File: src/rtl/booth_mul_seq.sv
// booth_mul_seq: sequential radix-2 Booth multiplier for the MUL instruction.
// Latches two signed WIDTH-bit operands on start, performs one Booth step per
// clock, pulses done for one cycle and holds the 2*WIDTH-bit product on hi/lo.
//
// Optional feature macro: BOOTH_EARLY_EXIT_EN
//   When defined, an ITER step whose remaining multiplier bits all equal q0
//   (so every remaining step would be a pure shift) collapses all remaining
//   shifts into a single cycle and finishes immediately.
//
// Handshake: start is a request sampled only in IDLE or DONE; the owner waits
// for the one-cycle done pulse, at which point hi/lo already hold the product.
// busy is high whenever the FSM is not in IDLE. All outputs are registered.
module booth_mul_seq #(
  parameter int WIDTH = 32
) (
  input  logic             clock,
  input  logic             clear,
  input  logic             start,
  input  logic [WIDTH-1:0] op_a,
  input  logic [WIDTH-1:0] op_b,
  output logic             busy,
  output logic             done,
  output logic [WIDTH-1:0] hi,
  output logic [WIDTH-1:0] lo,
  output logic [1:0]       dbg_state
);

  localparam int CW = $clog2(WIDTH + 1);

  typedef enum logic [1:0] {
    S_IDLE = 2'd0,
    S_ITER = 2'd1,
    S_DONE = 2'd2
  } state_t;

  state_t           state_q;
  logic [WIDTH:0]   a_q;      // accumulator with sign guard bit
  logic [WIDTH:0]   m_q;      // sign-extended multiplicand
  logic [WIDTH-1:0] q_q;      // multiplier, shifted right each step
  logic             q0_q;     // bit shifted out of Q on the previous step
  logic [CW-1:0]    cnt_q;    // steps already performed
  logic             busy_q;
  logic             done_q;
  logic [WIDTH-1:0] hi_q;
  logic [WIDTH-1:0] lo_q;

  logic [WIDTH:0]   s_d;
  logic [WIDTH:0]   a_d;
  logic [WIDTH-1:0] q_d;

  // One Booth step: add/subtract/keep M based on {Q[0],q0}, then shift right.
  always_comb begin
    s_d = a_q;
    case ({q_q[0], q0_q})
      2'b10:   s_d = a_q - m_q;
      2'b01:   s_d = a_q + m_q;
      default: s_d = a_q;
    endcase
    a_d = {s_d[WIDTH], s_d[WIDTH:1]};
    q_d = {s_d[0], q_q[WIDTH-1:1]};
  end

`ifdef BOOTH_EARLY_EXIT_EN
  logic [WIDTH-1:0]        ee_mask;
  logic                    ee_hit;
  logic [CW-1:0]           ee_sh;
  logic signed [2*WIDTH:0] ee_aq;

  // Detect that every unexamined multiplier bit equals q0; the remaining
  // steps are then pure arithmetic shifts, done here all at once.
  always_comb begin
    ee_mask = {WIDTH{1'b1}} >> cnt_q;
    ee_hit  = ((q_q ^ {WIDTH{q0_q}}) & ee_mask) == '0;
    ee_sh   = CW'(WIDTH) - cnt_q;
    ee_aq   = $signed({a_q, q_q}) >>> ee_sh;
  end
`endif

  // Control FSM with datapath and registered outputs.
  always_ff @(posedge clock or posedge clear) begin
    if (clear) begin
      state_q <= S_IDLE;
      a_q     <= '0;
      m_q     <= '0;
      q_q     <= '0;
      q0_q    <= 1'b0;
      cnt_q   <= '0;
      busy_q  <= 1'b0;
      done_q  <= 1'b0;
      hi_q    <= '0;
      lo_q    <= '0;
    end else begin
      done_q <= 1'b0;
      case (state_q)
        S_IDLE, S_DONE: begin
          if (start) begin
            a_q     <= '0;
            m_q     <= {op_a[WIDTH-1], op_a};
            q_q     <= op_b;
            q0_q    <= 1'b0;
            cnt_q   <= '0;
            busy_q  <= 1'b1;
            state_q <= S_ITER;
          end else begin
            busy_q  <= 1'b0;
            state_q <= S_IDLE;
          end
        end
        S_ITER: begin
`ifdef BOOTH_EARLY_EXIT_EN
          if (ee_hit) begin
            a_q     <= ee_aq[2*WIDTH:WIDTH];
            q_q     <= ee_aq[WIDTH-1:0];
            hi_q    <= ee_aq[2*WIDTH-1:WIDTH];
            lo_q    <= ee_aq[WIDTH-1:0];
            done_q  <= 1'b1;
            state_q <= S_DONE;
          end else
`endif
          begin
            a_q   <= a_d;
            q_q   <= q_d;
            q0_q  <= q_q[0];
            cnt_q <= cnt_q + CW'(1);
            if (cnt_q == CW'(WIDTH - 1)) begin
              hi_q    <= a_d[WIDTH-1:0];
              lo_q    <= q_d;
              done_q  <= 1'b1;
              state_q <= S_DONE;
            end
          end
        end
        default: begin
          busy_q  <= 1'b0;
          state_q <= S_IDLE;
        end
      endcase
    end
  end

  assign busy      = busy_q;
  assign done      = done_q;
  assign hi        = hi_q;
  assign lo        = lo_q;
  assign dbg_state = state_q;

endmodule

File: config.mk
export PLATFORM = sky130hd
export DESIGN_NAME = booth_mul_seq
export DESIGN_NICKNAME = d
export VERILOG_FILES = /design/src/rtl/booth_mul_seq.sv
export SDC_FILE = /design/constraint.sdc
export NUM_CORES = 1
export LEC_CHECK = 0
export CAP_MARGIN = 20
export CORE_MARGIN = 3
export CORE_UTILIZATION = 55
export DETAILED_ROUTE_END_ITERATION = 8
export GPL_ROUTABILITY_DRIVEN = 0
export PLACE_DENSITY = 0.81
export SYNTH_ARGS = -nofsm -noshare
export SYNTH_HDL_FRONTEND = slang
export SYNTH_SLANG_ARGS = --single-unit
File: constraint.sdc
create_clock -name clock -period 7.3 [get_ports clock]
set_input_delay 1.46 -clock clock [delete_from_list [all_inputs] [get_ports clock]]
set_output_delay 1.46 -clock clock [all_outputs]
set_load 0.005 [all_outputs]
; After elaboration in Yosys (flattened, before gate mapping)
; Cells that the tools add are included.
[classes]
n_addsub = 3
n_eq_ne = 7
mux = 16
reduce_logical = 6
[ops]
columns = operator, count
row1 = one-hot mux 33 bit (2 select lines), 2
row2 = one-hot mux 32 bit (2 select lines), 1
row3 = adder 33 bit, 1
row4 = two-way mux 33 bit, 1
row5 = subtractor 33 bit, 1
row6 = two-way mux 32 bit, 1
row7 = one-hot mux 6 bit (2 select lines), 1
row8 = "adder 6 x 1 -> 6 bit, second input constant", 1
row9 = "equality test 6 x 5 -> 1 bit, second input constant", 1
row10 = two-way mux 6 bit, 1
row11 = AND reduction 2 bit, 3
row12 = two-way mux 1 bit, 5
row13 = "equality test 2 x 1 -> 1 bit, second input constant", 2
row14 = "equality test 2 bit, second input constant", 2
row15 = "!= test 2 bit, second input constant", 2
row16 = one-hot mux 1 bit (2 select lines), 2
row17 = one-hot mux 2 bit (2 select lines), 1
row18 = zero test 2 bit, 1
row19 = two-way mux 2 bit, 1
row20 = nonzero test 2 bit, 1
row21 = OR reduction 2 bit, 1
[totals]
register_bits = 172

; Logic depth before layout (Yosys ltp)
[depth]
depth_word = 4
depth_mapped = 18
mapped_depth_nobuf = 17

; Worst setup path after synthesis
; Ideal clock, no wire load.
[synth_timing]
kind = reg-to-reg
startpoint = register m_q[9]
endpoint = register a_q[31]
setup_ps = 133
arrival_ps = 3678
required_ps = 7167
slack_ps = 3489
stages_incl_launch_ff = 16
period_less_slack_ps = 3811
path_cell_list = dfrtp_1 > or3_1 > nor3_1 > nand3b_1 > nor3_1 > nor2_1 > xnor2_1 > ha_1 > clkbuf_1 > a21o_1 > a2111o_1 > a2111oi_2 > o311ai_1 > a21oi_1 > xnor2_1 > mux2i_1
[synth_via]
elab_chain_cells = 3
elab_cells_between_ends = 4
classes_between = add/sub: 2 / mux: 2
[synth_lines]
columns = item, line
row1 = start: declaration, 38  ; logic [WIDTH:0] m_q;
row2 = start signal: assignment, 98  ; m_q <= {op_a[WIDTH-1], op_a};
row3 = adder 33 bit / subtractor 33 bit (equally long branches), "56, 55"
row4 = one-hot mux 33 bit (2 select lines) (*), 54  ; case ({q_q[0], q0_q})
row5 = one-hot mux 33 bit (2 select lines) (*), 94  ; case (state_q)
row6 = end signal: assignment, 83  ; a_q <= '0;
row7 = end signal: assignment, 97  ; a_q <= '0;
row8 = end signal: assignment, 121  ; a_q <= a_d;
row9 = end: declaration, 37  ; logic [WIDTH:0] a_q;
; Mark *: on every way between the ends. The rest lies on a longest branch, timed or not.
; A chain may end at the register's enable or synchronous reset.

; Worst setup path after layout
[layout_timing]
startpoint = register m_q[3]
endpoint = register a_q[31]
; The elaborated chain is that of the path after synthesis.

==> impl_metrics.yaml <==
sta:
  setup_ws_ns: 2.911
  hold_violations: 0
  post-route-min-period_ns: 4.389
  timing.final.crit_share_pct: 60.12
  skew_ns: 0.01127
  worst_slew_pin_slew_ns: 0.9752
  fmax_mhz: 227.9
  finalSetupViolCount: 0
  fin_setup_tns_ns: 0
  rsz0062_at_grt: "no"
  relSlewSlack_pct: 34.99
  drv_slew: 0
yosys:
  syn_inst: 1075
  synth_seq_area_share_pct: 46.23
  ys.warnings.count: 0
  synthArstFlopShare_pct: 100.0
  ys_ff_latch: 171
  synth.avg_cell_area_um2: 8.609
  synth_edf_count: 0
  synth_ff_type: "dfrtp_1"
  synth_nets: 1178
  synthDistinctLibCells: 61
  syn_area_um2: 9255
clock_tree:
  cts_resized: 0
  clock-root-buffer: "clkbuf_16"
  cts_tree: "yes"
  cts_sinks: 171
  clk_latency_ns: 0.43
  cts_buffers: 17
  cts_buffer_depth: 2
  post_cts_buffers: 0
  htree_levels: 4
  clkTransAtPathRegs_ns: 0.07
  cts_hold_buf: 0
run_status:
  outcome: "complete, no violations"
routing:
  dr.pass1.iters: 5
  vias: 7977
  wl_mm: 23.72
  drc: 0
  initialDrtViolationCount: 526
  viasPerCell: 5.698
  ant_nets: 0
  post_drt_wl_per_cell_um: 16.95
setup_path:
  path_cells: "nor2_1 -> nand3_1 -> nor3_1 -> nand3b_1 -> nor3_1 -> a21oi_1 -> xor2_1 -> ha_1 -> a21o_1 -> a2111o_1 -> a2111oi_2 -> o311ai_1 -> a21oi_1 -> xnor2_1 -> mux2i_1"
  r2r-end: "a_q[31]"
  endpoint_kind: "register"
  cp_slowest_cell: "nor3_1"
  worstPathArrival_ns: 4.69
  critPathTopFamily: "simple AND/OR/NAND/NOR gates"
  cp.required_ns: 7.60
  reg2reg_depth: 15
  timing.rr.start: "m_q[3]"
  cp_num_cells: 15
  path_class: "register to register"
  worstPathMaxFanout: 6
  worst-path-buf-inv: 0
  start_kind: "register"
  rrSetupSlack_ns: 2.91
  slowest_delay_ns: 0.46
global_route:
  grt_pass1_wl_mm: 38.39
  grt_start_max_net_pins: 111
  antenna_found_initial: 0
  grt-ovfl-total: 0
  grt_util_all_layers_pct: 26.06
  first_global_vias: 7836
power:
  finalPower_mw: 6.404
  p_leak_nw: 5.293
  sw_frac_of_total_pct: 43.08
  p_seq_share_pct: 27.2
  internal-power_mw: 3.645
  p_switching_mw: 2.759
  power_density_nw_per_um2: 564.4
  combPwrFrac_pct: 58.0
  power_frac_clock_pct: 14.8
  irDropWorstVdd_mv: 0.2962
floorplanning:
  io_pins: 135
  core-area_um2: 16170
  start_util_pct: 57.23
  die_area_um2: 18420
  die_x_um: 135.7
  fp-row-count: 46
  die_h_um: 135.7
cells_and_area:
  final_nets: 1276
  multi_input_area_um2: 4707
  area_growth_pct: 22.59
  nFillCells: 1251
  layout_commonest_cell: "nand2_1"
  register_area_um2: 4279
  final_cell_mix: "nand2_1 (340), dfrtp_1 (171), clkdlybuf4s50_1 (134)"
  final_core_util_pct: 70.15
  drive_gt1_share_pct: 5.152
  diodes: 0
placement:
  io_buffers: 134
  hpwl_mm: 16.05
  dpl_worst_slack_ns: 2.942
flow_run:
  max_cap_violations: 0
hold_path:
  min_path_type: "register to register"
  min_from: "hi[30]"
  hold-path-endpoint: "hi[30]"
  min_path_cells: 2
per-layer routing:
| metal | vias to the layer above | share of wire [%] | track usage (%) |
|---|---|---|---|
| li1 | 3858 | - | - |
| met1 | 3849 | 42 | 32.76 |
| met2 | 238 | 49 | 44.19 |
| met3 | 32 | 6.9 | 7.355 |
| met4 | 0 | 2.0 | 7.447 |
| met5 | - | 0 | 0 |
Yosys cell counts, drive strengths merged (4+ instances only):
cell / count / area (um2)
xor2: 40 / 350.3
o211ai: 7 / 52.55
mux2i: 13 / 130.1
and3: 6 / 42.54
a211oi: 7 / 52.55
o21ai: 70 / 350.3
nand2: 341 / 1280
or3: 4 / 25.02
nor2b: 5 / 31.28
nand3: 13 / 65.06
mux2: 4 / 45.04
a31oi: 12 / 75.07
buf: 5 / 18.77
inv: 15 / 56.30
nor2: 52 / 195.2
nor4: 4 / 40.04
nand2b: 7 / 43.79
nor3: 16 / 91.34
ha: 35 / 437.9
xnor2: 19 / 166.4
nand4: 10 / 62.56
a21oi: 57 / 292.8
a22oi: 31 / 232.7
a21o: 24 / 180.2
dfrtp: 171 / 4279
clkbuf: 59 / 221.5
a22o: 11 / 96.34
registers in the layout (all words and copies together) (netlist names):
name	cells
dbg_state	2
lo	32
m_q	32
done	1
hi	32
cnt_q	6
q_q	32
busy	1
q0_q	1
a_q	32
final cells by class:
cell class              instances  share of cell area (%)
multi-input cells             825                   41.49
flip-flops and latches        171                   37.71
repair buffers                143                   12.53
clock buffers                  17                   3.749
well taps                     216                   2.382
clock inverters                13                   1.599
inverters                      15                  0.5404
metrics by stage:
| stage | hold slack (ns) | area, um2 | std cells |
|---|---|---|---|
| 2_1_floorplan | 0.4538 | 9255 | 1075 |
| 3_3_place_gp | 0.4592 | 10720 | 1369 |
| 3_5_place_dp | 0.4608 | 10720 | 1369 |
| 4_1_cts | 0.4814 | 11330 | 1399 |
| 5_1_grt | 0.4986 | 11350 | 1400 |
| 6_report | 0.4750 | 11350 | 1400 |
kinds of logic (layout without fill, tap and decap cells):
kind of cell | count (synthesis) | in the layout | share of synthesized area (%)
flip-flops | 171 | 171 | 46.23
multiplexers | 17 | 17 | 1.893
AND/OR/NAND/NOR | 470 | 470 | 21.39
buffers and inverters | 79 | 188 | 3.204
adder cells (fa/ha/maj) | 36 | 36 | 4.948
XOR/XNOR | 59 | 59 | 5.583
AO/OA/AOI/OAI | 243 | 243 | 16.75
power groups by stage:
stage / combinational, mW / clock, mW / sequential, mW
3_5_place_dp: 3.66 / 0 / 1.74
5_1_grt: 4.12 / 1.00 / 1.79
6_report: 3.71 / 0.948 / 1.74
2_1_floorplan: 2.61 / 0 / 1.68
4_1_cts: 3.69 / 0.962 / 1.74
3_3_place_gp: 3.58 / 0 / 1.74
worst max path at each step:
| stage | startpoint | to | slack (ns) |
|---|---|---|---|
| 6_report | m_q[3] | a_q[31] | 2.91 |
| 5_1_grt | m_q[2] | a_q[31] | 2.47 |
| 4_1_cts | m_q[3] | hi[31] | 2.91 |
| 3_5_place_dp | m_q[3] | a_q[31] | 2.94 |
| 3_3_place_gp | m_q[3] | hi[31] | 3.10 |
| 2_1_floorplan | clear | a_q[0] | 1.21 |
tightest hold or removal path: cells and delay by family, from the launching register on:
kind | cells | cell delay [ns]
flip-flops | 1 | 0.34
AND/OR/NAND/NOR | 1 | 0.04
AO/OA/AOI/OAI | 1 | 0.06
No activity file was read; power rests on OpenSTA's default activity.
